**src/rtl/multicycle_control.sv**
```systemverilog
// Multi-cycle sequencer for the 64-bit datapath: FETCH/DECODE/EXECUTE/MEM/WRITEBACK
// with ready-handshaked memory, a wait-state timeout trap and a retired-instruction counter.
module multicycle_control #(
    parameter int CNT_WIDTH   = 32,
    parameter int MEM_TIMEOUT = 16
) (
    input  logic                 clk,
    input  logic                 reset,
    input  logic [6:0]           opcode,
    input  logic                 zero,
    input  logic                 mem_ready,
    output logic                 pc_write,
    output logic                 pc_src,
    output logic                 ir_write,
    output logic                 mem_read,
    output logic                 mem_write,
    output logic                 mem_to_reg,
    output logic                 alu_src,
    output logic [1:0]           alu_op,
    output logic                 branch,
    output logic                 reg_write,
    output logic [2:0]           state,
    output logic                 illegal,
    output logic                 timeout,
    output logic [CNT_WIDTH-1:0] retired
);
    localparam logic [2:0] S_FETCH = 3'd0;
    localparam logic [2:0] S_DEC   = 3'd1;
    localparam logic [2:0] S_EXE   = 3'd2;
    localparam logic [2:0] S_MEM   = 3'd3;
    localparam logic [2:0] S_WB    = 3'd4;
    localparam logic [2:0] S_TRAP  = 3'd7;

    localparam logic [1:0] C_R   = 2'd0;
    localparam logic [1:0] C_LD  = 2'd1;
    localparam logic [1:0] C_SD  = 2'd2;
    localparam logic [1:0] C_BEQ = 2'd3;

    // Counter only ever reaches MEM_TIMEOUT-1 before a transition or trap.
    localparam int WW = (MEM_TIMEOUT > 1) ? $clog2(MEM_TIMEOUT) : 1;
    localparam logic [WW-1:0] WAIT_LAST = WW'(MEM_TIMEOUT - 1);

    logic [2:0]           state_q, state_d;
    logic [1:0]           cls_q, cls_d;
    logic [WW-1:0]        wait_q, wait_d;
    logic                 ill_q, ill_d, to_q, to_d;
    logic [CNT_WIDTH-1:0] ret_q;
    logic                 ret_inc;

    logic       legal;
    logic [1:0] cls_dec;
    logic       pcw_s, pcs_s, irw_s, mrd_s, mwr_s, m2r_s, asrc_s, br_s, rw_s;
    logic [1:0] aop_s;

    always_comb begin
        legal   = 1'b1;
        cls_dec = C_R;
        case (opcode)
            7'b0110011: cls_dec = C_R;
            7'b0000011: cls_dec = C_LD;
            7'b0100011: cls_dec = C_SD;
            7'b1100011: cls_dec = C_BEQ;
            default:    legal   = 1'b0;
        endcase
    end

    always_comb begin
        state_d = state_q;
        cls_d   = cls_q;
        ill_d   = ill_q;
        to_d    = to_q;
        ret_inc = 1'b0;
        pcw_s = 1'b0; pcs_s = 1'b0; irw_s = 1'b0; mrd_s = 1'b0; mwr_s = 1'b0;
        m2r_s = 1'b0; asrc_s = 1'b0; br_s = 1'b0; rw_s = 1'b0; aop_s = 2'b00;
        case (state_q)
            S_FETCH: begin
                mrd_s = 1'b1;
                if (mem_ready) begin
                    irw_s   = 1'b1;
                    pcw_s   = 1'b1;
                    state_d = S_DEC;
                end else if (wait_q == WAIT_LAST) begin
                    state_d = S_TRAP;
                    to_d    = 1'b1;
                end
            end
            S_DEC: begin
                if (legal) begin
                    cls_d   = cls_dec;
                    state_d = S_EXE;
                end else begin
                    state_d = S_TRAP;
                    ill_d   = 1'b1;
                end
            end
            S_EXE: begin
                case (cls_q)
                    C_R: begin
                        aop_s   = 2'b10;
                        state_d = S_WB;
                    end
                    C_LD, C_SD: begin
                        asrc_s  = 1'b1;
                        state_d = S_MEM;
                    end
                    default: begin
                        aop_s   = 2'b01;
                        br_s    = 1'b1;
                        pcw_s   = zero;
                        pcs_s   = zero;
                        state_d = S_FETCH;
                        ret_inc = 1'b1;
                    end
                endcase
            end
            S_MEM: begin
                asrc_s = 1'b1;
                mwr_s  = (cls_q == C_SD);
                mrd_s  = (cls_q != C_SD);
                if (mem_ready) begin
                    if (cls_q == C_SD) begin
                        state_d = S_FETCH;
                        ret_inc = 1'b1;
                    end else begin
                        state_d = S_WB;
                    end
                end else if (wait_q == WAIT_LAST) begin
                    state_d = S_TRAP;
                    to_d    = 1'b1;
                end
            end
            S_WB: begin
                rw_s    = 1'b1;
                m2r_s   = (cls_q == C_LD);
                state_d = S_FETCH;
                ret_inc = 1'b1;
            end
            S_TRAP:  state_d = S_TRAP;
            default: state_d = S_FETCH;
        endcase

        // Any state change restarts the wait count for the next handshake.
        if (state_d != state_q)
            wait_d = '0;
        else if ((state_q == S_FETCH || state_q == S_MEM) && !mem_ready)
            wait_d = wait_q + 1'b1;
        else
            wait_d = wait_q;
    end

    always_ff @(posedge clk) begin
        if (reset) begin
            state_q <= S_FETCH;
            cls_q   <= C_R;
            wait_q  <= '0;
            ill_q   <= 1'b0;
            to_q    <= 1'b0;
            ret_q   <= '0;
        end else begin
            state_q <= state_d;
            cls_q   <= cls_d;
            wait_q  <= wait_d;
            ill_q   <= ill_d;
            to_q    <= to_d;
            if (ret_inc) ret_q <= ret_q + 1'b1;
        end
    end

    // Strobes are squashed while reset is high so no write escapes mid-reset.
    assign pc_write   = pcw_s  & ~reset;
    assign pc_src     = pcs_s  & ~reset;
    assign ir_write   = irw_s  & ~reset;
    assign mem_read   = mrd_s  & ~reset;
    assign mem_write  = mwr_s  & ~reset;
    assign mem_to_reg = m2r_s  & ~reset;
    assign alu_src    = asrc_s & ~reset;
    assign alu_op     = aop_s  & {2{~reset}};
    assign branch     = br_s   & ~reset;
    assign reg_write  = rw_s   & ~reset;
    assign state      = state_q;
    assign illegal    = ill_q;
    assign timeout    = to_q;
    assign retired    = ret_q;

endmodule

```
**config.mk**
```make
export PLATFORM = sky130hd
export DESIGN_NAME = multicycle_control
export DESIGN_NICKNAME = d
export VERILOG_FILES = /design/src/rtl/multicycle_control.sv
export SDC_FILE = /design/constraint.sdc
export NUM_CORES = 1
export LEC_CHECK = 0
export CAP_MARGIN = 20
export CORE_ASPECT_RATIO = 0.9
export CORE_MARGIN = 3
export CORE_UTILIZATION = 51
export CTS_BUF_LIST = sky130_fd_sc_hd__clkbuf_2 sky130_fd_sc_hd__clkbuf_4 sky130_fd_sc_hd__clkbuf_8
export CTS_CLUSTER_SIZE = 16
export DETAILED_ROUTE_END_ITERATION = 6
export GPL_ROUTABILITY_DRIVEN = 0
export GPL_TIMING_DRIVEN = 0
export MAX_ROUTING_LAYER = met4
export PLACE_DENSITY_LB_ADDON = 0.25
export SLEW_MARGIN = 0
export SYNTH_ARGS = -nofsm -noshare
export SYNTH_HDL_FRONTEND = slang
export SYNTH_SLANG_ARGS = --single-unit
```
**constraint.sdc**
```tcl
create_clock -name clk -period 3.14 [get_ports clk]
set_clock_uncertainty 0.2 [all_clocks]
set_input_delay 0.471 -clock clk [delete_from_list [all_inputs] [get_ports clk]]
set_output_delay 0.471 -clock clk [all_outputs]
set_load 0.005 [all_outputs]
```
==> results.cfg, run 1 <==
[cells_and_area]
antennaDiodeCount = 0
fillers = 360
nets = 369
area_growth_pct = 31.2
drive_above_1_share = 0.0567

[critical_path]
crit-reg2reg-launch = cls_q[0]
cp-end-kind = output pin
r2r_end = retired[24]
reg2reg_slack_ns = 0.47
r2r_cells = 9
path_cells = clkbuf_1 > nor4b_1 > and2_1 > clkdlybuf4s50_1
criticalPathCategory = reg2out
cp_max_fo = 10
cp-start-kind = flop
cp.required_ns = 2.47
critical-path-max-stage-delay_ns = 0.50
slowest_stage = clkdlybuf4s50_1
cp_data_arrival_time_ns = 2.16
crit_start = state[2]

[sta]
fin_ws_ns = 0.306
min_period_over_period = 0.903
rsz0062_at_grt = false
timing.fmax_mhz = 353
slew_viol_final = 0
holdWs_ns = 0.286
setup_viol = 0
period_minus_slack_ns = 2.83
worstMarginPinSlew_ns = 0.544
hold_viol = 0
relSlewSlack = 0.628
tns_ns = 0

[global_routing]
grt_util_all_layers = 0.221
grt_pass1_vias = 2054
overflow = 0
grt_pass1_wl_mm = 9.56
grt_max_degree = 13
antenna_found_initial = 0

[status]
outcome = finished clean

[cts]
numCtsBuffers = 5
postCtsSetupBuffers = 0
cts-root-buf = clkbuf_8
cts_buffer_depth = 2
cts_num_sinks = 43
worstSkewPairLatency_ns = 0.30
cts-resized-gates = 0
cts_hold_buf = 0
cts_tree = done
cts.clk_slew.worst_paths_ns = 0.08
htree_levels = 2

[logic_synthesis]
synth_area_leaders = dfxtp_1 (37%), xnor2_1 (9.3%), nor2_1 (6.2%)
syn-cell-area_um2 = 2350
synth_seq_cells = 43
synth.avg_cell_area_um2 = 8.17
synth_most_common_cell = dfxtp_1
synth_cell_types = 42
synthCells = 288
yosysTopAreaCellShare = 0.366
synth_flop_cell = dfxtp_1
ys_seq_area_frac = 0.366
netlist_top_cells_count = dfxtp_1 (43), nor2_1 (39), xnor2_1 (25)
async_flop_share = 0
yosys_warnings = 0
synth_edf_count = 0
synth_nets = 305
synth.largest_area_cell = dfxtp_1

[routing]
met3_length_um = 237
top_layer_used = met4
wl_met2_mm = 2.61
drt_iter0_markers = 120
routed_wl_mm = 5.78
vias = 2304
ant_nets = 0
avgViaCountPerCell = 5.58
wl_met1_mm = 2.86
dr.pass1.iters = 4
drc_errors = 0
routedWlPerCell_um = 14.0

[die]
coreArea_um2 = 4270
num_rows = 22
boundaryPins = 59
die_x_um = 77.6
die-area_um2 = 5470
start_util = 0.552
fp.dieH_um = 70.4

[power_and_ir_drop]
power.density_nw_per_um2 = 423
ir_drop_v = 0.000288
p_leak_nw = 0.978

[placed_design]
dpl.hpwl_mm = 4.27
dp_slack_ns = 0.0453
portBuffers = 57

[job]
max_cap_viol_count = 0

[min_path]
holdPathEnd = timeout
hp-start = timeout
min_path_type = reg2reg
holdPathStages = 2
## final cells by class
cell class / count / area (um^2) / share of cell area
buffer: 19 / 82.6 / 0.0267
inverter: 12 / 45.0 / 0.0146
clock inverter: 1 / 5.00 / 0.00162
sequential: 43 / 861 / 0.279
timing repair buffer: 57 / 571 / 0.185
tap: 60 / 75.1 / 0.0243
clock buffer: 7 / 83.8 / 0.0271
multi-input combinational: 214 / 1370 / 0.442
## where the power goes
group | switching [W] | leakage (nW) | internal (W) | total, W
clock | 0.000186 | 0.0491 | 0.000174 | 0.000360
sequential | 0.0000340 | 0.347 | 0.000570 | 0.000604
combinational | 0.000187 | 0.582 | 0.000156 | 0.000343
total | 0.000407 | 0.978 | 0.000900 | 0.00131
## critical path: cells and delay by family, from the launching register on
| family | cells | cell delay, ns |
|---|---|---|
| flip-flops | 1 | 0.48 |
| AND/OR/NAND/NOR | 2 | 0.54 |
| buffers and inverters | 2 | 0.87 |
## cell families (layout without fill, tap and decap cells)
family,after synthesis,in the layout,share of synthesized area
adders and majority gates,7,7,0.0362
muxes,1,1,0.00425
and+or+nand+nor,118,118,0.256
DFF,43,43,0.366
AOI/OAI and AO/OA,63,63,0.191
buffers and inverters,31,96,0.0542
xor gates and xnor gates,25,25,0.0930
## cell usage in the layout (no fill, tap or decap), types with 2 or more instances in the layout
cell type,netlist,final
a211oi_1,7,7
a21oi_1,20,20
clkbuf_8,0,5
nand3_1,20,20
clkbuf_4,0,2
clkbuf_1,14,14
nand2_1,15,15
a2111oi_0,6,6
and2_1,2,2
nand2b_1,2,2
o31ai_1,3,3
o21ai_0,9,9
a2111oi_2,5,5
a21boi_0,2,2
and4_1,4,4
or2_0,2,2
clkdlybuf4s50_1,0,57
buf_2,3,3
o21a_1,2,2
or4_1,4,4
xnor2_1,25,25
dfxtp_1,43,43
nor2b_1,5,5
buf_4,2,2
or3_1,6,6
ha_1,6,6
nor3_1,4,4
nand4_1,7,7
a22oi_1,3,3
inv_1,12,12
and3_1,3,3
nor2_1,39,39
## layer usage
metal  track usage  vias to the layer above
met5             -                        -
met4        0.0830                        0
met3        0.0438                        7
met2         0.325                       72
met1         0.298                     1067
li1              -                     1158
## sequential cells by signal (all words and copies together) (netlist names)
register and flops:
cls_q 2, illegal 1, retired 32, state 3, timeout 1, wait_q 4
## through the flow
stage           util  total power [W]  instances  instance area [um^2]
6_report       0.724          0.00131        413                  3090
5_1_grt        0.724          0.00139        413                  3090
4_1_cts        0.724          0.00131        413                  3090
3_5_place_dp   0.703         0.000953        405                  3000
3_3_place_gp   0.703         0.000948        405                  3000
2_1_floorplan      -         0.000814        288                  2350
## worst max-delay path by stage
stage | to | slack [ns]
finish | mem_to_reg | 0.31
global route | mem_to_reg | 0.04
CTS | mem_to_reg | 0.31
detailed placement | retired[24] | 0.05
global placement | retired[24] | 0.08
floorplan | retired[24] | 0.81
Note: power is estimated with default switching activity, not from simulation.
==> run 2, diff against run 1 <==
Settings changed: CTS_CLUSTER_SIZE 16 to 25.
==> results of run 2 <==
The final DEF is identical to that of run 1; final timing and power are the same.
==> run 3, diff against run 2 <==
Settings changed: GPL_TIMING_DRIVEN 0 to unset.
==> run 3 against run 2 <==
Sequential power increased by 4.1%; flip-flop and latch count is the same; fmax increased by 7.5%; via count decreased by 3.0%; cell area is 0.32% lower; setup slack improved by 0.20 ns; critical path depth is 1 higher.
==> results.cfg, run 3 (synthesis gave the netlist of run 1 again) <==
[sta]
min_period_over_period = 0.839
worstMarginPinSlew_ns = 0.624
setup_viol = 0
period_minus_slack_ns = 2.64
hold_viol = 0
slew_viol_final = 0
relSlewSlack = 0.573
rsz0062_at_grt = false
tns_ns = 0
timing.fmax_mhz = 379

[routing]
vias = 2234
drc_errors = 0
routedWlPerCell_um = 13.4
avgViaCountPerCell = 5.59
ant_nets = 0
drt_iter0_markers = 171
dr.pass1.iters = 5
routed_wl_mm = 5.38

[critical_path]
cp-end-kind = flop
cp_data_arrival_time_ns = 2.66
crit_start = state[0]
cp_max_fo = 17
crit-reg2reg-launch = state[0]
r2r_cells = 5
cp-start-kind = flop
reg2reg_slack_ns = 0.50
r2r_end = retired[26]
setup.worst_path.end = retired[26]
criticalPathCategory = reg2reg
cp.required_ns = 3.16

[cts]
cts-root-buf = clkbuf_8
numCtsBuffers = 5
cts_tree = done
cts.clk_slew.worst_paths_ns = 0.08
cts-resized-gates = 0
cts_buffer_depth = 2
worstSkewPairLatency_ns = 0.29
cts_hold_buf = 0
postCtsSetupBuffers = 0
htree_levels = 2
cts_num_sinks = 43

[min_path]
min_path_type = reg2reg
holdPathStages = 2

[power_and_ir_drop]
power.density_nw_per_um2 = 440
total_power_w = 0.00135
ir_drop_v = 0.000304
p_leak_nw = 0.982

[die]
die-area_um2 = 5470
start_util = 0.552
boundaryPins = 59
num_rows = 22
die_x_um = 77.6
coreArea_um2 = 4270
fp.dieH_um = 70.4

[global_routing]
grt_pass1_vias = 2062
antenna_found_initial = 0
grt_pass1_wl_mm = 9.39
overflow = 0
grt_util_all_layers = 0.210
grt_max_degree = 33

[cells_and_area]
largest_reg_flops = 32
final_common_cell = clkdlybuf4s50_1
nets = 357
drive_above_1_share = 0.0588
final_cell_mix = clkdlybuf4s50_1 (58), dfxtp_1 (43), nor2_1 (39)
stdcell_area_um2 = 3080
antennaDiodeCount = 0
area_growth_pct = 30.8

[placed_design]
portBuffers = 58
dpl.hpwl_mm = 3.99
placed_cell_area_um2 = 2970

[job]
max_cap_viol_count = 0

[status]
outcome = finished clean
==> run 3: per-stage QoR <==
step	hold WS [ns]	cells	utilization	setup WS (ns)
global placement	0.264	393	0.696	0.386
detailed placement	0.263	393	0.696	0.344
CTS	0.282	400	0.721	0.510
floorplan	0.258	288	-	0.809
global route	0.316	400	0.721	0.325
finish	0.285	400	0.721	0.505
==> run 3: worst max-delay path, cell delays in order, from the launching register on <==
cell and delay, ns:
dfxtp_1 0.63, nand3_1 0.19, or2_0 0.28, a2111o_1 0.56
or4_1 0.56, a21oi_1 0.15
==> run 3: per-layer routing <==
| metal | track usage | vias up | wire, um |
|---|---|---|---|
| li1 | - | 1139 | - |
| met1 | 0.276 | 1034 | 2570 |
| met2 | 0.335 | 57 | 2500 |
| met3 | 0.0412 | 4 | 259 |
| met4 | 0.0494 | 0 | 42 |
| met5 | - | - | 0 |
==> run 3: worst min path at each step <==
stage,from,endpoint,slack [ns]
after floorplan,wait_q[3],wait_q[3],0.26
after global placement,timeout,timeout,0.26
after detailed placement,timeout,timeout,0.26
after CTS,timeout,timeout,0.28
after global routing,timeout,timeout,0.32
final,timeout,timeout,0.29
==> run 3: where the power goes <==
part,internal (W),switching [W]
Clock,0.000242,0.000176
Combinational,0.000156,0.000151
Sequential,0.000570,0.0000592
==> run 3: layout make-up <==
type / instances / area, um^2
fillers: 344 / 1190
well taps: 60 / 75.1
clock inverters: 1 / 30.0
repair buffers: 64 / 626
clock buffers: 6 / 76.3
inverters: 12 / 45.0
multi-input cells: 214 / 1370
flip-flops and latches: 43 / 861
